### src/rtl/io_pkg.sv
// io_pkg: shared FSM state type, default sizing and width helpers for the
// input device port and its FIFO.
package io_pkg;

  localparam int DEF_DATA_W  = 8;
  localparam int DEF_DEPTH   = 4;
  localparam int DEF_GAP_CYC = 1;

  typedef enum logic [1:0] {
    IDLE    = 2'd0,
    PRESENT = 2'd1,
    GAP     = 2'd2
  } io_state_e;

  // Occupancy counter width: must represent 0..depth inclusive.
  function automatic int cnt_w(input int depth);
    return $clog2(depth) + 1;
  endfunction

endpackage

### src/rtl/io_fifo.sv
// io_fifo: synchronous FIFO with registered full/empty flags. Pointers wrap
// modulo DEPTH; full and empty are told apart by the occupancy counter.
module io_fifo
  import io_pkg::*;
#(
  parameter int DATA_W = DEF_DATA_W,
  parameter int DEPTH  = DEF_DEPTH
) (
  input  logic                    i_clk,
  input  logic                    i_reset_n,
  input  logic                    i_push,
  input  logic                    i_pop,
  input  logic [DATA_W-1:0]       i_din,
  output logic [DATA_W-1:0]       o_dout,
  output logic [cnt_w(DEPTH)-1:0] o_count,
  output logic                    o_full,
  output logic                    o_empty
);

  localparam int AW = $clog2(DEPTH);
  localparam int CW = cnt_w(DEPTH);
  localparam logic [CW-1:0] FULL_CNT = CW'(DEPTH);
  localparam logic [CW-1:0] ZERO_CNT = {CW{1'b0}};

  logic [DATA_W-1:0] r_mem [DEPTH];
  logic [AW-1:0]     r_wr_ptr;
  logic [AW-1:0]     r_rd_ptr;
  logic [CW-1:0]     r_count;
  logic [CW-1:0]     w_count_nxt;
  logic              r_full;
  logic              r_empty;
  logic              w_do_push;
  logic              w_do_pop;

  assign w_do_push = i_push && !r_full;
  assign w_do_pop  = i_pop && !r_empty;

  // Next occupancy from the accepted push/pop pair.
  always_comb begin
    w_count_nxt = r_count;
    case ({w_do_push, w_do_pop})
      2'b10:   w_count_nxt = r_count + CW'(1);
      2'b01:   w_count_nxt = r_count - CW'(1);
      default: w_count_nxt = r_count;
    endcase
  end

  // Pointers, counter and flags.
  always_ff @(posedge i_clk or negedge i_reset_n) begin
    if (!i_reset_n) begin
      r_wr_ptr <= {AW{1'b0}};
      r_rd_ptr <= {AW{1'b0}};
      r_count  <= ZERO_CNT;
      r_full   <= 1'b0;
      r_empty  <= 1'b1;
    end else begin
      if (w_do_push) begin
        r_wr_ptr <= r_wr_ptr + AW'(1);
      end
      if (w_do_pop) begin
        r_rd_ptr <= r_rd_ptr + AW'(1);
      end
      r_count <= w_count_nxt;
      r_full  <= (w_count_nxt == FULL_CNT);
      r_empty <= (w_count_nxt == ZERO_CNT);
    end
  end

  // Storage array; contents need no reset since the pointers gate visibility.
  always_ff @(posedge i_clk) begin
    if (w_do_push) begin
      r_mem[r_wr_ptr] <= i_din;
    end
  end

  assign o_dout  = r_mem[r_rd_ptr];
  assign o_count = r_count;
  assign o_full  = r_full;
  assign o_empty = r_empty;

endmodule

### src/rtl/input_device_port.sv
// input_device_port: device side of the FGI/INPR input handshake, buffering
// characters in io_fifo. Optional odd-parity checking via PARITY_CHK_EN.
module input_device_port
  import io_pkg::*;
#(
  parameter int DATA_W  = DEF_DATA_W,
  parameter int DEPTH   = DEF_DEPTH,
  parameter int GAP_CYC = DEF_GAP_CYC
) (
  input  logic                    clk,
  input  logic                    reset_n,
  input  logic                    dev_valid,
`ifdef PARITY_CHK_EN
  input  logic [DATA_W:0]         dev_data,
`else
  input  logic [DATA_W-1:0]       dev_data,
`endif
  output logic                    dev_ready,
  input  logic                    inp_ack,
  output logic [DATA_W-1:0]       INPR,
  output logic                    FGI,
  output logic                    overrun,
  output logic [cnt_w(DEPTH)-1:0] fifo_count
`ifdef PARITY_CHK_EN
  ,
  output logic                    par_err
`endif
);

  localparam int GW = $clog2(GAP_CYC + 1);
  localparam logic [GW-1:0] GAP_LOAD = GW'(GAP_CYC - 1);
  localparam logic [GW-1:0] GAP_ZERO = {GW{1'b0}};

  io_state_e           r_state;
  io_state_e           w_state_nxt;
  logic [GW-1:0]       r_gap_cnt;
  logic [GW-1:0]       w_gap_nxt;
  logic                w_pop;
  logic                w_push;
  logic                w_par_ok;
  logic [DATA_W-1:0]   w_char;
  logic [DATA_W-1:0]   w_fifo_dout;
  logic                w_fifo_full;
  logic                w_fifo_empty;
  logic [DATA_W-1:0]   r_inpr;
  logic                r_fgi;
  logic                r_overrun;

`ifdef PARITY_CHK_EN
  logic                r_par_err;

  // Odd parity: the character plus its parity bit carry an odd number of ones.
  function automatic logic odd_par_ok(input logic [DATA_W:0] word);
    return ^word;
  endfunction

  assign w_char   = dev_data[DATA_W-1:0];
  assign w_par_ok = odd_par_ok(dev_data);
`else
  assign w_char   = dev_data;
  assign w_par_ok = 1'b1;
`endif

  // dev_ready comes from the registered full flag, so a pop in the same cycle
  // never opens room for a push into a full FIFO.
  assign w_push = dev_valid && !w_fifo_full && w_par_ok;

  io_fifo #(
    .DATA_W (DATA_W),
    .DEPTH  (DEPTH)
  ) u_fifo (
    .i_clk     (clk),
    .i_reset_n (reset_n),
    .i_push    (w_push),
    .i_pop     (w_pop),
    .i_din     (w_char),
    .o_dout    (w_fifo_dout),
    .o_count   (fifo_count),
    .o_full    (w_fifo_full),
    .o_empty   (w_fifo_empty)
  );

  // FSM state register.
  always_ff @(posedge clk or negedge reset_n) begin
    if (!reset_n) begin
      r_state <= IDLE;
    end else begin
      r_state <= w_state_nxt;
    end
  end

  // FSM next-state logic.
  always_comb begin
    w_state_nxt = r_state;
    case (r_state)
      IDLE: begin
        if (!w_fifo_empty) begin
          w_state_nxt = PRESENT;
        end else begin
          w_state_nxt = IDLE;
        end
      end
      PRESENT: begin
        if (inp_ack) begin
          w_state_nxt = GAP;
        end else begin
          w_state_nxt = PRESENT;
        end
      end
      GAP: begin
        if (r_gap_cnt != GAP_ZERO) begin
          w_state_nxt = GAP;
        end else if (!w_fifo_empty) begin
          w_state_nxt = PRESENT;
        end else begin
          w_state_nxt = IDLE;
        end
      end
      default: w_state_nxt = IDLE;
    endcase
  end

  // FSM outputs: FIFO pop strobe and next gap count.
  always_comb begin
    w_pop     = 1'b0;
    w_gap_nxt = r_gap_cnt;
    case (r_state)
      IDLE: begin
        w_pop     = !w_fifo_empty;
        w_gap_nxt = GAP_ZERO;
      end
      PRESENT: begin
        if (inp_ack) begin
          w_gap_nxt = GAP_LOAD;
        end else begin
          w_gap_nxt = r_gap_cnt;
        end
      end
      GAP: begin
        if (r_gap_cnt == GAP_ZERO) begin
          w_pop     = !w_fifo_empty;
          w_gap_nxt = GAP_ZERO;
        end else begin
          w_pop     = 1'b0;
          w_gap_nxt = r_gap_cnt - GW'(1);
        end
      end
      default: begin
        w_pop     = 1'b0;
        w_gap_nxt = GAP_ZERO;
      end
    endcase
  end

  // Registered handshake outputs and gap counter.
  always_ff @(posedge clk or negedge reset_n) begin
    if (!reset_n) begin
      r_gap_cnt <= GAP_ZERO;
      r_fgi     <= 1'b0;
      r_inpr    <= {DATA_W{1'b0}};
    end else begin
      r_gap_cnt <= w_gap_nxt;
      r_fgi     <= (w_state_nxt == PRESENT);
      if (w_pop) begin
        r_inpr <= w_fifo_dout;
      end
    end
  end

  // Sticky overrun: a character offered while the FIFO is full is lost.
  always_ff @(posedge clk or negedge reset_n) begin
    if (!reset_n) begin
      r_overrun <= 1'b0;
    end else if (dev_valid && w_fifo_full) begin
      r_overrun <= 1'b1;
    end
  end

`ifdef PARITY_CHK_EN
  // Sticky parity error on any offered character with bad parity.
  always_ff @(posedge clk or negedge reset_n) begin
    if (!reset_n) begin
      r_par_err <= 1'b0;
    end else if (dev_valid && !w_par_ok) begin
      r_par_err <= 1'b1;
    end
  end

  assign par_err = r_par_err;
`endif

  assign dev_ready = !w_fifo_full;
  assign INPR      = r_inpr;
  assign FGI       = r_fgi;
  assign overrun   = r_overrun;

endmodule
### config.mk
export PLATFORM = sky130hd
export DESIGN_NAME = input_device_port
export DESIGN_NICKNAME = d
export VERILOG_FILES = /design/src/rtl/io_pkg.sv /design/src/rtl/io_fifo.sv /design/src/rtl/input_device_port.sv
export SDC_FILE = /design/constraint.sdc
export NUM_CORES = 1
export LEC_CHECK = 0
export CAP_MARGIN = 30
export CORE_ASPECT_RATIO = 0.9
export CORE_MARGIN = 5
export CORE_UTILIZATION = 25
export DETAILED_ROUTE_END_ITERATION = 8
export GPL_ROUTABILITY_DRIVEN = 0
export GPL_TIMING_DRIVEN = 0
export SYNTH_ARGS = -nofsm -noshare
export SYNTH_HDL_FRONTEND = slang
export SYNTH_HIERARCHICAL = 1
export SYNTH_SLANG_ARGS = --single-unit
### constraint.sdc
create_clock -name clk -period 3.3 [get_ports clk]
set_clock_uncertainty 0.15 [all_clocks]
set_input_delay 0.33 -clock clk [delete_from_list [all_inputs] [get_ports clk]]
set_output_delay 0.33 -clock clk [all_outputs]
set_load 0.01 [all_outputs]
-- Yosys cells after proc, flatten, opt, wreduce, memory -nomap -nowiden
Memory sizes are Yosys's and may differ from the RTL's. A register that Yosys moved wholly into a read port is not among the register bits.
Index checks and enable logic that the tools add are counted.
Widths: inputs -> output; s select.
- add/sub/neg operators: 5
- reduce and logical (&&, ||, !) cells: 9
- mux-type cells: 12
- equal/unequal tests: 7
- operator list (cell ; number):
    $eq 2x1->1 const B ; 3
    $mux 1 ; 6
    $pmux 2 s3 ; 1
    $pmux 3 s2 ; 1
    $add 2x1->2 const B ; 2
    $eq 2x2->1 const B ; 2
    $logic_and 1x1->1 ; 4
    $mux 2 ; 2
    $pmux 1 s2 ; 2
    $add 3x1->3 const B ; 1
    $eq 3x3->1 const B ; 1
    $logic_not 1->1 ; 3
    $logic_not 3->1 ; 1
    $sub 3x1->3 const B ; 1
    $logic_not 2->1 ; 1
    $ne 2x2->1 const B ; 1
    $sub 1x1->1 const B ; 1
- memories kept: 1
- bits in writable memories: 32
- bits in registers: 14
- bits of input ports: 12
- memory list (memory ; words ; width ; rd ports ; clocked after Yosys merged registers in ; write ports ; line ; source):
    u_fifo.r_mem ; 4 ; 8 ; 1 ; 1 ; 1 ; io_fifo.sv:25 ; logic [DATA_W-1:0] r_mem [DEPTH];

-- Logic depth before layout (Yosys ltp)
Gate-level depths: netlist of run 1.
- depth in word-level cells: 7
- mapped depth: 10
- gate-level depth less buffers: 9

-- Hierarchy
Netlist of run 1, hierarchy kept.
- modules (own cells, without submodules) (module ; area an instance (um2) ; cells each ; seq. area each (um2) ; times used):
    io_fifo ; 1651.6 ; 89 ; 1187.4 ; 1
    input_device_port ; 445.4 ; 29 ; 300.3 ; 1

-- Worst setup path before layout of run 1
Ideal clock, no wire load.
- path type: reg2reg
- from: register r_state[0]
- to: register u_fifo.r_empty (netlist: u_fifo/o_empty)
- cell stages (with the launch flop): 9
- path slack: 0.925 ns
- buffers on the path: 0
- arrival: 2.146 ns
- clock period less this slack: 2.375 ns
- cells stage by stage: dfrtp_1 nor2_4 nor2b_1 ha_1 inv_1 fa_1 xor2_1 or3_1 o211a_1
- word-level cells in the longest chain between the ends: 6
- elaborated cells between the ends (all ways): 8
- classes of those cells: eq/ne (3); mux (2); reduce/logical (3)
- ends and longest elaborated chain (item ; line ; source):
    start: declaration ; input_device_port.sv:34 ; io_state_e r_state;
    start signal: assignment ; input_device_port.sv:88 ; r_state <= w_state_nxt;
    $eq 2x2->1 / $logic_not 2->1 (equally long branches) ; input_device_port.sv:127 ; case (r_state)
    $pmux 1 s2 (*) ; input_device_port.sv:127 ;
    net w_pop ; input_device_port.sv:38 ; logic w_pop;
    $logic_and 1x1->1 (*) ; io_fifo.sv:36 ; assign w_do_pop = i_pop && !r_empty;
    $eq 2x1->1 / $eq 2x2->1 (equally long branches) ; io_fifo.sv:41 ; case ({w_do_push, w_do_pop})
    $pmux 3 s2 (*) ; io_fifo.sv:41 ;
    $logic_not 3->1 (*) ; io_fifo.sv:65 ; r_empty <= (w_count_nxt == ZERO_CNT);
    end signal: assignment ; io_fifo.sv:65 ;
    end: declaration ; io_fifo.sv:31 ; logic r_empty;
Mark *: on every way through the listed nets, which the timed path passes. The rest lies on a longest branch.
A chain may end at the register's enable or synchronous reset.

-- Worst setup path after layout of run 1
Same ends and word-level chain as after synthesis.

==> impl.org, run 1 <==
** Synthesis
- Leading cell types by total area after synthesis :: sky130_fd_sc_hd__edfxtp_1 (46%), sky130_fd_sc_hd__dfrtp_1 (24%), sky130_fd_sc_hd__mux4_2 (8.6%)
- Main flop type after synthesis :: sky130_fd_sc_hd__edfxtp_1
- When the netlist entered floorplanning its net count stood at ~140.
- For this run, the register share of the synthesized area comes to 0.709.
- The share of synthesized area in the top cell type comes to 0.458.
- Seq cells post-synth :: 53
- Average footprint of a synthesized cell :: 17.8 um^2
- Yosys instantiated no cell more often than sky130_fd_sc_hd__edfxtp_1.
- In this run, synthesis inferred 32 flip-flops with an integrated enable.
- sky130_fd_sc_hd__edfxtp_1 takes more of the synthesized area than any other cell.
- In this run the cell area of the synthesized design comes to 2100 um^2.
- The synthesized netlist contains 26 unique library cells.
- In the synthesized netlist, the number of instances is 118.
- Of all flip-flops after synthesis, the portion carrying an async set or reset was 0.396.
- Synthesis warning total :: 6
- After synthesis, the most frequently instantiated cells are sky130_fd_sc_hd__edfxtp_1 (32), sky130_fd_sc_hd__dfrtp_1 (20), sky130_fd_sc_hd__inv_1 (8), sky130_fd_sc_hd__mux2_2 (8), sky130_fd_sc_hd__mux4_2 (8).

** Floorplan
- Initial standard-cell utilization of the core :: 0.259
- Core Area :: 8110 um^2
- Die outline area :: 10300 um^2
- During I/O placement, the number of pins put on the boundary was 26.
- Die W :: 107 um
- Row generation in the floorplan step produced 31 rows.
- The floorplan step set the die height to 96.9 um.

** Place
- The count of buffers added on input and output ports is 25.
- Placed instance count :: 243
- HPWL after DPL :: around 2.5 mm

** Timing
- Total negative slack for setup checks :: 0 ps
- The count of final hold-check violations came to 0.
- In the finished design, the share of the clock period the worst path needs comes to 0.785.
- The routed design could run at a clock period as short as 2590 ps.
- The number of max-slew violations in the final report came to 0.
- Setup violations, final :: 0
- Hold_ws :: between 100 and 150 ps
- At the pin with the least slew margin, the transition time is 440 ps.
- Derived from the worst setup path, the maximum achievable clock frequency is 0.386 GHz.
- Headroom to the max-slew limit came out at 0.707.
- RSZ-0062 raised after global routing :: false

** Final layout
- Share of post-route cells with drive strength above 1 :: 0.184
- Filler cells :: 782
- Post-route insts no fill :: 251
- Number of nets in the final layout :: 169
- Diode count :: 0
- The multi-input combinational cells in the finished layout cover a total of 559 um^2.
- Register Area :: between 1000 and 1500 um^2
- Relative to the synthesized area, the layout overhead comes to 24.4%.

** Clocking
- # resized after CTS :: 0
- Cell at the root of the clock tree :: sky130_fd_sc_hd__clkbuf_8
- In this run the post-CTS setup repair buffer count came out at 0.
- Clock-pin slew was measured on the worst setup and hold paths at 90 ps.
- The number of hold buffers added after CTS was 0.
- TritonCTS clock tree :: built
- Later-pin clock latency in the skew report :: about 300 ps
- The clock passes through at most 2 buffers.
- H-tree levels :: 2
- Counting the buffers created by CTS gives 5.
- The tree built by TritonCTS fans out to 53 sinks.

** Route
- Antenna violation net count after detailed routing :: 0
- For this run, design rule violations remaining after detail routing come to 0.
- The first routing iteration left 57 violations.
- Overall via count from detail_route :: 1040
- Dividing the detail-routed via count by the number of cells gives 4.14.
- The first detailed-routing pass took 4 iterations.
- WL/cell :: 13.5 um
- The final layout contains routed wiring with a total length of roughly 3.4 mm.

** Global routing
- Entering global routing, the biggest net connects 18 pins.
- Initial antenna violation count :: 0
- In the global route stage, overall resource usage came out at 0.0704.
- The first global-routing pass estimated 5.55 mm of wire.
- Final global-route overflow total :: 0
- The number of global-route vias before repair was ~1100.

** Setup path
- In this run the critical register-to-register path is captured at u_fifo/o_empty$_DFF_PN1_.
- STA classifies the critical path startpoint as a flop.
- The worst register-to-register path begins at r_state[0]$_DFF_PN0_.
- For the worst setup path, the data required time is 3390 ps.
- Slowest stage delay, CP :: ~430 ps
- The critical path is of the reg2reg type.
- Maximum fanout along the worst path :: 9
- CP max-delay cell :: sky130_fd_sc_hd__dfrtp_1
- The number of cells on the worst reg-to-reg path is 8.
- STA classifies the critical path endpoint as a flop.
- CP Cell Sequence :: nor2_4 -> nor2b_1 -> ha_1 -> inv_1 -> fa_1 -> xor2_1 -> or3_1 -> o211a_1
- R2R setup slack :: 710 ps
- Arrival time of the worst setup path :: 2680 ps

** Power
- Reported leakage power :: 0.961 nW
- Maximum VDD drop :: 0.000226 V
- Power density cells :: 884 nW/um^2

** Min path
- Worst min path class :: in2async

** Run status
- Run status :: complete, no violations

** Job
- Max-Cap Viols :: 0
## critical path: cells and delay by family (launching register included)
kind	cells	cell delay, ps
XOR/XNOR	1	200
adder cells (fa/ha/maj)	2	620
AND/OR/NAND/NOR	3	930
flip-flops	1	430
AO/OA/AOI/OAI	1	130
buffers and inverters	1	60
## sequential cells by signal, summed over array words and instances (netlist names)
| signal | count |
|---|---|
| INPR | 8 |
| u_fifo/o_count | 3 |
| overrun | 1 |
| u_fifo/r_rd_ptr | 2 |
| u_fifo/r_mem | 32 |
| r_state | 2 |
| u_fifo/o_empty | 1 |
| u_fifo/o_full | 1 |
| u_fifo/r_wr_ptr | 2 |
| FGI | 1 |
## worst max path at each step
stage                               from                        to  slack (ps)  cells past startpoint
floorplan           r_state[0]$_DFF_PN0_  u_fifo/o_empty$_DFF_PN1_         930                      8
global placement               dev_valid  u_fifo/o_empty$_DFF_PN1_         520                     11
detailed placement             dev_valid  u_fifo/o_empty$_DFF_PN1_         490                     11
CTS                 r_state[0]$_DFF_PN0_  u_fifo/o_empty$_DFF_PN1_         670                      8
global route        r_state[0]$_DFF_PN0_  u_fifo/o_empty$_DFF_PN1_         480                      8
finish              r_state[0]$_DFF_PN0_  u_fifo/o_empty$_DFF_PN1_         710                      8
## per-layer routing
metal	up-vias	part of all wire	GRT usage
met5	-	0	0
met4	0	0.012	0.0383
met3	4	0.034	0.0186
met2	19	0.53	0.115
met1	524	0.42	0.0839
li1	493	-	-
## kinds of logic after synthesis
family	synth area share
AND/OR/NAND/NOR	0.0477
flip-flops	0.709
AO/OA/AOI/OAI	0.0257
XOR/XNOR	0.0251
multiplexers	0.129
adder cells (fa/ha/maj)	0.0394
buffers and inverters	0.0239
## layout by cell type, fill, tap and decap left out, drive strengths merged
cell type,n
edfxtp,32
clkdlybuf4s50,25
dfrtp,20
inv,8
mux2,8
mux4,8
clkbuf,6
nand2,5
ha,5
xnor2,4
and2,4
nor2b,3
o21ai,3
nor2,3
buf,3
o22ai,2
xor2,2
nand2b,1
a21o,1
bufinv,1
clkinv,1
clkinvlp,1
or3,1
and3,1
a22o,1
o211a,1
fa,1
dfstp,1
## report_power, final
| group | internal [mW] | switching (mW) | leakage [nW] |
|---|---|---|---|
| Combinational | 0.484 | 0.394 | 0.371 |
| Clock | 0.223 | 0.199 | 0.0518 |
| Sequential | 0.913 | 0.0940 | 0.538 |
## final cells by class
class	instances	area share
flip-flops and latches	53	0.570
multi-input cells	54	0.214
repair buffers	26	0.106
well taps	99	0.0475
clock buffers	5	0.0264
clock inverters	3	0.0158
inverters	8	0.0115
plain buffers	3	0.00767
## metrics by stage
step	power [mW]	instance area [um^2]	utilization	worst slack (ps)
floorplan	1.59	2100	-	925
global placement	1.89	2470	0.305	515
detailed placement	1.92	2500	0.308	489
CTS	2.35	2610	0.322	667
global route	2.47	2610	0.322	484
finish	2.31	2610	0.322	710
Power figures use the tool's default switching activity.
==> run 2: changes to the inputs <==
==> constraint.sdc (replaced) <==
create_clock -name clk -period 2.62 [get_ports clk]
set_clock_uncertainty 0.15 [all_clocks]
set_input_delay 0.262 -clock clk [delete_from_list [all_inputs] [get_ports clk]]
set_output_delay 0.262 -clock clk [all_outputs]
set_load 0.01 [all_outputs]
==> run 2 against run 1 <==
Net effect: sequential share of layout area down 0.22 points; worst setup slack worse by 510 ps; count of clock-buffer cells in the layout unchanged; critical path depth up 3; largest cell class unchanged.
==> impl.org, run 2 (synthesis gave the netlist of run 1 again) <==
** Run status
- Run status :: complete, no violations

** Route
- Routed length on met1 :: 1.45 mm
- After detailed routing, the number of vias per cell comes to 4.13.
- Antenna violation net count after detailed routing :: 0
- Routed length on met3 :: ~120 um
- Length of routed met2 wiring :: 1.81 mm
- Remaining routing DRC violations :: 0
- First DRT Iteration DRCs :: 54
- WL/cell :: 13.5 um
- Total length of routed wires :: 3.41 mm
- Top Layer Used :: met4
- Number of detailed-routing iterations run before antenna repair :: 4
- The final route contains 1040 vias.

** Clocking
- Clock tree synthesis found a total of 53 sinks.
- TritonCTS built the clock tree.
- The H-tree generated during clock tree synthesis spans 2 levels.
- TritonCTS created 5 clock buffers.
- Buffers inserted to repair hold after CTS numbered 0.
- Cell at the root of the clock tree :: sky130_fd_sc_hd__clkbuf_8
- For the worst-skew pair, the clock arrives at the later sink with an insertion delay of 300 ps.
- Buffers from clock root to sink, at most :: 2
- Clock-pin slew on the worst setup and hold paths :: 90 ps

** Timing
- The number of max-slew violations in the final report was 0.
- The count of final hold-check violations is 0.
- Highest clock frequency the design can meet :: 0.413 GHz
- Post-layout min period :: 2420 ps
- Setup violations, final :: 0
- Transition time of the tightest slew-check pin :: 439 ps
- RSZ-0062 raised after global routing :: false
- In the final timing run, aggregate negative setup slack is 0 ps.
- In the finished design, the share of the clock period the worst path needs comes to 0.925.
- Relative max-transition margin :: 0.707
- Setup slack on the critical path of the routed design comes to 197 ps.

** Setup path
- Nature of the critical path endpoint :: flop
- Data on the critical path is required at its endpoint by 2710 ps.
- Crit start category :: input port
- CP max-delay cell :: sky130_fd_sc_hd__clkdlybuf4s50_1
- On the worst path, the slowest cell contributes a delay of 410 ps.
- Traced cell by cell, the critical path runs through clkdlybuf4s50_1 -> nor2b_1 -> nor2b_1 -> clkbuf_1 -> inv_1 -> ha_1 -> inv_1 -> fa_1 -> xor2_1 -> or3_1 -> o211a_1.
- In this run the register-to-register setup slack is roughly 240 ps.
- By startpoint and endpoint, the worst setup path is classified as in2reg.
- Data arrives at the worst endpoint at 2510 ps.
- Maximum fanout along the worst path :: 8

** Final layout
- The register with the most flip-flops in the layout has 32 of them.
- Leading cell type in the layout, fill and taps excluded :: sky130_fd_sc_hd__edfxtp_1
- u_fifo/r_mem holds more flip-flops than any other register.
- In the final layout, the share of cells above drive strength 1 is 0.196.
- Compared with the post-synthesis result, the final layout area differs by 24.9%.
- The library cells used most frequently in the layout, excluding fill and tap cells, are sky130_fd_sc_hd__edfxtp_1 (32), sky130_fd_sc_hd__clkdlybuf4s50_1 (25), sky130_fd_sc_hd__dfrtp_1 (20).
- At the end of the flow, the number of nets in the layout was 170.
- Diode count :: 0
- Fin util :: 0.323

** Global routing
- The first global-routing pass estimated 5.55 mm of wire.
- For this run the aggregate overflow at the end of global routing stands at 0.
- Initial antenna violation count :: 0
- The number of global-route vias before repair was about 1100.
- Overall Global Routing Usage :: 0.0704
- Maximum number of pins on one net before global-route repair :: 18

** Job
- Max-Cap Viols :: 0

** Power
- Across the VDD grid, the largest voltage drop is ~0.00032 V.
- In this run the power density over the cells is about 1100 nW/um^2.
- Reported leakage power :: 0.967 nW
- Internal power summed over all cells :: 2.05 mW
- Of the total power, the share spent switching nets is 0.298.
- The share of total power dissipated in the clock network is 0.183.
- Share of total power in combinational logic :: 0.384
- Overall power consumption after layout is estimated at 2.93 mW.
- Of the total power, registers draw 0.434.
- In this run the power spent charging and discharging nets is 0.872 mW.

** Place
- Timing analysis after detailed placement gives a worst setup slack of -123 ps.
- HPWL after DPL :: approximately 2.5 mm
- The count of buffers added on input and output ports is 25.

** Floorplan
- The floorplan step defined a die boundary enclosing ~10000 um^2.
- The floorplan step set the die width to 107 um.
- In this run the standard cell core region covers 8110 um^2.
- In this run the count of I/O pins placed on the die edge is 26.
- Initial standard-cell utilization of the core :: 0.259
- Row Count :: 31
- Die H :: 96.9 um

** Min path
- Worst min path class :: in2async
## run 2: cell count changes in the layout (fill, tap and decap cells not counted)
| cell | previous run | this run |
|---|---|---|
| sky130_fd_sc_hd__buf_4 | 0 | 1 |
| sky130_fd_sc_hd__nor2b_1 | 3 | 2 |
| sky130_fd_sc_hd__nor2b_2 | 0 | 1 |
## run 2: layer usage
metal  vias to the layer above  GRT usage
met5                         -          0
met4                         0     0.0383
met2                        19      0.115
met3                         4     0.0186
met1                       521     0.0839
li1                        496          -
## run 2: area by class of cell
type | count | area, um^2
fillers | 780 | 5490
inverters | 8 | 30.0
repair buffers | 27 | 285
flip-flops and latches | 53 | 1490
plain buffers | 3 | 20.0
well taps | 99 | 124
multi-input cells | 54 | 562
clock inverters | 3 | 41.3
clock buffers | 5 | 68.8
## run 2: power groups by stage
stage          sequential, mW  combinational (mW)  clock (mW)
2_1_floorplan            1.31               0.695           0
3_3_place_gp             1.29                1.10           0
3_5_place_dp             1.29                1.13           0
4_1_cts                  1.28                1.13       0.558
5_1_grt                  1.30                1.24       0.592
6_report                 1.27                1.12       0.534
## run 2: timing repair
item / CTS / global route
gates resized for setup: 0 / 1
endpoints found under the hold margin: 0 / 0
cloned: 0 / 0
pin swaps: 1 / 1
buffers inserted: 0 / 1
endpoints found under the setup margin: 1 / 3
## run 2: final timing paths
kind,from,depth (start not counted),to
max,dev_valid,11,u_fifo/o_empty$_DFF_PN1_
min,reset_n,1,INPR[0]$_DFFE_PN0P_
max reg2reg,u_fifo/o_full$_DFF_PN0_,10,u_fifo/o_empty$_DFF_PN1_
min reg2reg,overrun$_DFFE_PN0P_,1,overrun$_DFFE_PN0P_
max in group asynchronous,reset_n,2,u_fifo/o_empty$_DFF_PN1_
min in group clk,overrun$_DFFE_PN0P_,1,overrun$_DFFE_PN0P_
## run 2: through the flow
| step | area, um^2 | hold slack, ps | cells |
|---|---|---|---|
| 2_1_floorplan | 2100 | -184 | 118 |
| 3_3_place_gp | 2470 | 293 | 242 |
| 3_5_place_dp | 2500 | 313 | 243 |
| 4_1_cts | 2610 | 67.9 | 251 |
| 5_1_grt | 2620 | 77.4 | 252 |
| 6_report | 2620 | 68.0 | 252 |
## run 2: worst max-delay path: cells and delay by family
kind / cells / cell delay [ps]
xor+xnor: 1 / 200
simple gates: 3 / 590
buf+inv: 4 / 750
fa+ha+maj: 2 / 570
compound gates: 1 / 130
